===== src/rtl/fp_hazard_stall_ctrl_if.sv =====
// rtl/fp_hazard_stall_ctrl_if.sv - issue/stall/writeback bundle between decode and the FP hazard controller
// fwd_sel1/fwd_sel2 exist only when FP_HAZ_FWD_EN is defined.
interface fp_hazard_stall_ctrl_if #(
    parameter int REG_AW = 3
);
    logic              issue_valid;
    logic              is_mul;
    logic              src1_used;
    logic [REG_AW-1:0] src1_addr;
    logic              src2_used;
    logic [REG_AW-1:0] src2_addr;
    logic              dst_wr_en;
    logic [REG_AW-1:0] dst_addr;
    logic              issue_accept;
    logic              haz_stall;
    logic              mul_stall;
    logic              stall;
    logic              wb_valid;
    logic [REG_AW-1:0] wb_addr;
`ifdef FP_HAZ_FWD_EN
    logic              fwd_sel1;
    logic              fwd_sel2;

    modport master (
        output issue_valid, is_mul, src1_used, src1_addr, src2_used, src2_addr,
               dst_wr_en, dst_addr,
        input  issue_accept, haz_stall, mul_stall, stall, wb_valid, wb_addr,
               fwd_sel1, fwd_sel2
    );

    modport slave (
        input  issue_valid, is_mul, src1_used, src1_addr, src2_used, src2_addr,
               dst_wr_en, dst_addr,
        output issue_accept, haz_stall, mul_stall, stall, wb_valid, wb_addr,
               fwd_sel1, fwd_sel2
    );
`else
    modport master (
        output issue_valid, is_mul, src1_used, src1_addr, src2_used, src2_addr,
               dst_wr_en, dst_addr,
        input  issue_accept, haz_stall, mul_stall, stall, wb_valid, wb_addr
    );

    modport slave (
        input  issue_valid, is_mul, src1_used, src1_addr, src2_used, src2_addr,
               dst_wr_en, dst_addr,
        output issue_accept, haz_stall, mul_stall, stall, wb_valid, wb_addr
    );
`endif
endinterface


===== src/rtl/fp_hazard_stall_ctrl.sv =====
// rtl/fp_hazard_stall_ctrl.sv - FP issue scheduler: RAW scoreboard, multiplier stall, global stall
// Optional writeback-entry forwarding is enabled by defining FP_HAZ_FWD_EN.
module fp_hazard_stall_ctrl #(
    parameter int REG_AW     = 3,
    parameter int PIPE_DEPTH = 4,
    parameter int MUL_CYCLES = 3
) (
    input  logic                  i_clk,
    input  logic                  i_rst,
    fp_hazard_stall_ctrl_if.slave bus
);
    localparam int CNT_W = (MUL_CYCLES > 2) ? $clog2(MUL_CYCLES) : 1;
    localparam logic [CNT_W-1:0] CNT_LOAD = CNT_W'((MUL_CYCLES >= 2) ? (MUL_CYCLES - 2) : 0);
    localparam int LAST = PIPE_DEPTH - 1;
`ifdef FP_HAZ_FWD_EN
    // The writeback entry is forwarded, so it never needs to stall decode.
    localparam int CMP_N = PIPE_DEPTH - 1;
`else
    localparam int CMP_N = PIPE_DEPTH;
`endif

    typedef enum logic {
        ST_IDLE = 1'b0,
        ST_BUSY = 1'b1
    } mul_state_t;

    mul_state_t        r_state;
    mul_state_t        w_state_nxt;
    logic [CNT_W-1:0]  r_cnt;
    logic [CNT_W-1:0]  w_cnt_nxt;

    logic [PIPE_DEPTH-1:0] r_sb_valid;
    logic [REG_AW-1:0]     r_sb_addr [PIPE_DEPTH];

    logic w_mul_stall;
    logic w_haz1;
    logic w_haz2;
    logic w_haz_stall;
    logic w_stall;
    logic w_accept;

    assign w_mul_stall = (r_state == ST_BUSY);

    always_comb begin
        w_haz1 = 1'b0;
        w_haz2 = 1'b0;
        for (int i = 0; i < CMP_N; i++) begin
            if (r_sb_valid[i] && bus.src1_used && (r_sb_addr[i] == bus.src1_addr)) begin
                w_haz1 = 1'b1;
            end
            if (r_sb_valid[i] && bus.src2_used && (r_sb_addr[i] == bus.src2_addr)) begin
                w_haz2 = 1'b1;
            end
        end
    end

    assign w_haz_stall = bus.issue_valid & ~w_mul_stall & (w_haz1 | w_haz2);
    assign w_stall     = w_haz_stall | w_mul_stall;
    // Reset gates accept combinationally so nothing leaks out while reset is held.
    assign w_accept    = bus.issue_valid & ~w_stall & ~i_rst;

    always_ff @(posedge i_clk or posedge i_rst) begin
        if (i_rst) begin
            r_sb_valid <= '0;
            for (int i = 0; i < PIPE_DEPTH; i++) begin
                r_sb_addr[i] <= '0;
            end
        end else if (!w_mul_stall) begin
            r_sb_valid   <= {r_sb_valid[PIPE_DEPTH-2:0], w_accept & bus.dst_wr_en};
            r_sb_addr[0] <= bus.dst_addr;
            for (int i = 1; i < PIPE_DEPTH; i++) begin
                r_sb_addr[i] <= r_sb_addr[i-1];
            end
        end
    end

    always_ff @(posedge i_clk or posedge i_rst) begin
        if (i_rst) begin
            r_state <= ST_IDLE;
            r_cnt   <= '0;
        end else begin
            r_state <= w_state_nxt;
            r_cnt   <= w_cnt_nxt;
        end
    end

    // BUSY lasts r_cnt+1 cycles, i.e. MUL_CYCLES-1 cycles after the accept.
    always_comb begin
        w_state_nxt = r_state;
        w_cnt_nxt   = r_cnt;
        case (r_state)
            ST_IDLE: begin
                if (w_accept && bus.is_mul && (MUL_CYCLES > 1)) begin
                    w_state_nxt = ST_BUSY;
                    w_cnt_nxt   = CNT_LOAD;
                end
            end
            ST_BUSY: begin
                if (r_cnt == '0) begin
                    w_state_nxt = ST_IDLE;
                end else begin
                    w_cnt_nxt = r_cnt - CNT_W'(1);
                end
            end
            default: begin
                w_state_nxt = ST_IDLE;
                w_cnt_nxt   = '0;
            end
        endcase
    end

    assign bus.issue_accept = w_accept;
    assign bus.haz_stall    = w_haz_stall;
    assign bus.mul_stall    = w_mul_stall;
    assign bus.stall        = w_stall;
    assign bus.wb_valid     = r_sb_valid[LAST];
    assign bus.wb_addr      = r_sb_addr[LAST];

`ifdef FP_HAZ_FWD_EN
    assign bus.fwd_sel1 = bus.src1_used & r_sb_valid[LAST] &
                          (r_sb_addr[LAST] == bus.src1_addr) & ~w_mul_stall;
    assign bus.fwd_sel2 = bus.src2_used & r_sb_valid[LAST] &
                          (r_sb_addr[LAST] == bus.src2_addr) & ~w_mul_stall;
`endif

endmodule


===== src/flat_wrapper.sv =====
// flat-port wrapper written by rule: the top's interface ports become plain ports
module fp_hazard_stall_ctrl_flat 
#(
    parameter int REG_AW     = 3,
    parameter int PIPE_DEPTH = 4,
    parameter int MUL_CYCLES = 3
)
  (i_clk, i_rst, bus_issue_valid, bus_is_mul, bus_src1_used, bus_src1_addr, bus_src2_used, bus_src2_addr, bus_dst_wr_en, bus_dst_addr, bus_issue_accept, bus_haz_stall, bus_mul_stall, bus_stall, bus_wb_valid, bus_wb_addr);
  fp_hazard_stall_ctrl_if #(.REG_AW(REG_AW)) bus_i ();
  input  logic i_clk;
  input  logic i_rst;
  input wire logic [$bits(bus_i.issue_valid)-1:0] bus_issue_valid;
  input wire logic [$bits(bus_i.is_mul)-1:0] bus_is_mul;
  input wire logic [$bits(bus_i.src1_used)-1:0] bus_src1_used;
  input wire logic [$bits(bus_i.src1_addr)-1:0] bus_src1_addr;
  input wire logic [$bits(bus_i.src2_used)-1:0] bus_src2_used;
  input wire logic [$bits(bus_i.src2_addr)-1:0] bus_src2_addr;
  input wire logic [$bits(bus_i.dst_wr_en)-1:0] bus_dst_wr_en;
  input wire logic [$bits(bus_i.dst_addr)-1:0] bus_dst_addr;
  output wire logic [$bits(bus_i.issue_accept)-1:0] bus_issue_accept;
  output wire logic [$bits(bus_i.haz_stall)-1:0] bus_haz_stall;
  output wire logic [$bits(bus_i.mul_stall)-1:0] bus_mul_stall;
  output wire logic [$bits(bus_i.stall)-1:0] bus_stall;
  output wire logic [$bits(bus_i.wb_valid)-1:0] bus_wb_valid;
  output wire logic [$bits(bus_i.wb_addr)-1:0] bus_wb_addr;
  assign bus_i.issue_valid = bus_issue_valid;
  assign bus_i.is_mul = bus_is_mul;
  assign bus_i.src1_used = bus_src1_used;
  assign bus_i.src1_addr = bus_src1_addr;
  assign bus_i.src2_used = bus_src2_used;
  assign bus_i.src2_addr = bus_src2_addr;
  assign bus_i.dst_wr_en = bus_dst_wr_en;
  assign bus_i.dst_addr = bus_dst_addr;
  assign bus_issue_accept = bus_i.issue_accept;
  assign bus_haz_stall = bus_i.haz_stall;
  assign bus_mul_stall = bus_i.mul_stall;
  assign bus_stall = bus_i.stall;
  assign bus_wb_valid = bus_i.wb_valid;
  assign bus_wb_addr = bus_i.wb_addr;
  fp_hazard_stall_ctrl #(.REG_AW(REG_AW), .PIPE_DEPTH(PIPE_DEPTH), .MUL_CYCLES(MUL_CYCLES)) u_core (.i_clk(i_clk), .i_rst(i_rst), .bus(bus_i));
endmodule

===== config.mk =====
export PLATFORM = sky130hd
export DESIGN_NAME = fp_hazard_stall_ctrl_flat
export DESIGN_NICKNAME = d
export VERILOG_FILES = /design/src/rtl/fp_hazard_stall_ctrl_if.sv /design/src/rtl/fp_hazard_stall_ctrl.sv /design/src/flat_wrapper.sv
export SDC_FILE = /design/constraint.sdc
export NUM_CORES = 1
export LEC_CHECK = 0
export CORE_ASPECT_RATIO = 0.7
export CORE_UTILIZATION = 54
export DETAILED_ROUTE_END_ITERATION = 10
export DONT_BUFFER_PORTS = 1
export PLACE_DENSITY = 0.66
export SETUP_SLACK_MARGIN = 0.3
export SYNTH_ARGS = -nofsm -noshare
export SYNTH_HDL_FRONTEND = slang
export SYNTH_SLANG_ARGS = --single-unit
export TNS_END_PERCENT = 10

===== constraint.sdc =====
create_clock -name i_clk -period 3.2 [get_ports i_clk]
set_input_delay 0.16 -clock i_clk [delete_from_list [all_inputs] [get_ports i_clk]]
set_output_delay 0.16 -clock i_clk [all_outputs]
set_load 0.05 [all_outputs]

==> metrics <==
status finished clean; Die Height 40.1 µm; area of the mapped netlist 1120 µm²; fillcell total 155; CTS tree yes; Worst Skew 7.76 ps; ANT cells 0; Min-Delay Path Class in2reg; chip width 56.5 µm; HP Start bus_issue_valid; grt met2 use 29.7%; Synth Area in Compound Gates 4.80%; Peak VDD IR 0.535 mV; Tcrit/Tclk final 75.3%; vias in the first global route 682; Final nets 122; mux contribution to synthesized area 15.1%; CTS clk-pin slew, worst paths 110 ps; Final Critical Period 2410 ps; Avg Cell Area, Syn 11.4 µm²; worst rel slew slack 49.9%; CTS buffer count 3; antenna violations before repair 0; vias 727; DRC violations left 0; die area 2270 µm²; WL final 2.06 mm; Net Count, Synth 115; Port Buffers 0; fraction of synthesized cell area in xor and xnor cells 19.5%; clock sinks 19; CTS Buffer Depth 2; post-CTS setup repair buffer count 0; layer with the highest usage met2; maximum number of pins on one net before global-route repair 21; Clk Latency, worst-skew pair 300 ps; crit-path max cell delay 720 ps; DR pass1 iterations 4; Slew Limit Fails 0; RR Startpoint u_core.bus.wb_addr[1]; max cap viols 0; Mapped Cells 98; Post-DP HPWL 1.59 mm; Clock Root Buffer clkbuf_4; fmax 415 MHz; crit path max fanout 4; final hold violation count 0; antenna viol nets, final 0; Syn-to-layout area delta 6.47%; row cnt 13; Warnings, synthesis 0; Worst Path Required 3040 ps; met3 usage 10.3%; Post-Route Setup TNS 0 ps; Worst Setup SP u_core.bus.wb_addr[2]; leak pwr 0.520 nW; RSZ-0062 raised after global routing no; first-pass GRT wire length 3.39 mm; GRT overflow 0; 1st-iter DRT viols 17; synth unique cells 25; post-synthesis sequential area ratio 42.4%; crit path cell chain xor2_1, nor4_1, nor4_2, nand3_1, and3b_1; final setup margin 790 ps; grt met1 use 29.5%; Initial Util 58.9%; Least-Margin Pin Slew 751 ps; IO Count 24; main combinational cell family by area after synthesis XOR/XNOR gates; Critical Path End Type output pin; Startpoint Class flop; critical path arrival 2250 ps; Synth Area in Adders 1.12%; Simple-Gate Fraction of Synth Area 11.7%; WL/cell 16.3 µm; Finish-stage setup viols 0; core box area 1900 µm²; Power Density 943 nW/µm²; CTS H-tree lvls 1; Total Routing Usage GR 21.1%; Max stage delay cell, worst path dfrtp_1; Via density 5.77; share of layout cells above drive strength 1 8.65%; CP Class reg2out; Place WS 1130 ps; gpl congestion 0.809; Yosys reg bits 19
## cell type report
type,instances,area (µm²),area share (%)
Multi-Input combinational cell,71,586,49.1
Sequential cell,19,475,39.8
Timing Repair Buffer,7,67.6,5.66
Tap cell,22,27.5,2.31
Clock buffer,4,26.3,2.20
Inverter,3,11.3,0.943
## metrics by stage
step           power, mW  hold slack [ps]  std cells  cell area [µm²]  util (%)
3_5_place_dp        1.01              215        116             1110      58.2
6_report            1.13             32.8        126             1190      62.7
5_1_grt             1.21             45.9        126             1190      62.7
4_1_cts             1.14             30.8        126             1190      62.7
2_1_floorplan      0.964              120         98             1120         -
3_3_place_gp       0.990              203        116             1110      58.2
## kinds of logic (layout without fill, tap and decap cells)
| group | count (synthesis) | after routing |
|---|---|---|
| AND/OR/NAND/NOR | 22 | 22 |
| multiplexers | 15 | 15 |
| buffers and inverters | 8 | 14 |
| adder cells (fa/ha/maj) | 1 | 1 |
| XOR/XNOR | 25 | 25 |
| flip-flops | 19 | 19 |
| AO/OA/AOI/OAI | 8 | 8 |
## synthesized netlist by cell type (all sizes together)
| cell type | number | area [µm²] |
|---|---|---|
| nand2b | 1 | 6.26 |
| nor4 | 7 | 50.1 |
| xor2 | 22 | 193 |
| a41oi | 2 | 17.5 |
| ha | 1 | 12.5 |
| nand2 | 6 | 22.5 |
| buf | 5 | 48.8 |
| nand4b | 1 | 8.76 |
| a21oi | 2 | 10.0 |
| o21ai | 2 | 10.0 |
| xnor2 | 3 | 26.3 |
| mux2 | 15 | 169 |
| a21o | 1 | 7.51 |
| and3b | 1 | 8.76 |
| nor3b | 1 | 7.51 |
| a22o | 1 | 8.76 |
| inv | 3 | 11.3 |
| nor2 | 3 | 11.3 |
| dfrtp | 19 | 475 |
| nand3 | 1 | 5.00 |
| and4 | 1 | 11.3 |
## worst max-delay path: cells and delay by family (launching register included)
family | cells | cell delay [ps]
xor+xnor | 1 | 140
flops | 1 | 720
simple gates | 4 | 1100
## per-layer routing
metal  part of all wire [%]  vias up
met1                     49      348
li1                       -      355
met4                   0.29        0
met2                     43       22
met3                    8.2        2
met5                      0        -
## where the power goes
part           total (mW)  leakage (nW)  switching (mW)  internal, mW
registers           0.578         0.231           0.233         0.345
clock network       0.123        0.0150          0.0741        0.0486
logic               0.425         0.274           0.219         0.206
## flip-flops by register name, summed over array words and instances, names as in the netlist
register and cells:
u_core.r_sb_valid 4, u_core.r_cnt 2, u_core.r_sb_addr 9, u_core.bus.wb_addr 3, u_core.bus.mul_stall 1
## path summary, 6_finish.rpt
kind / endpoint / cells past startpoint / slack [ps]
setup / recovery: bus_haz_stall / 5 / 790
hold / removal: u_core.bus.mul_stall / 2 / 30
setup reg to reg: u_core.r_cnt[1] / 5 / 1270
hold reg to reg: u_core.r_sb_valid[2] / 1 / 560
max in group asynchronous: u_core.r_sb_addr[6] / 2 / 2300
min in group asynchronous: u_core.r_cnt[0] / 2 / 420
## what timing repair did
item / CTS / global route
resized for setup: 0 / 0
hold endpoints to repair: 24 / 0
endpoints found under the setup margin: 0 / 0
hold buffers: 6 / 0
## cells in the final DEF, fill, tap and decap left out, drive strengths merged
| cell type | count |
|---|---|
| a22o | 1 |
| dfrtp | 19 |
| nor4 | 7 |
| xor2 | 22 |
| xnor2 | 3 |
| a21oi | 2 |
| and4 | 1 |
| nand2b | 1 |
| nand4b | 1 |
| a21o | 1 |
| nand3 | 1 |
| ha | 1 |
| buf | 1 |
| mux2 | 15 |
| and3b | 1 |
| nand2 | 6 |
| inv | 3 |
| o21ai | 2 |
| nor2 | 3 |
| dlygate4sd3 | 6 |
| nor3b | 1 |
| a41oi | 2 |
| clkbuf | 4 |
Power figures use the tool's default switching activity.
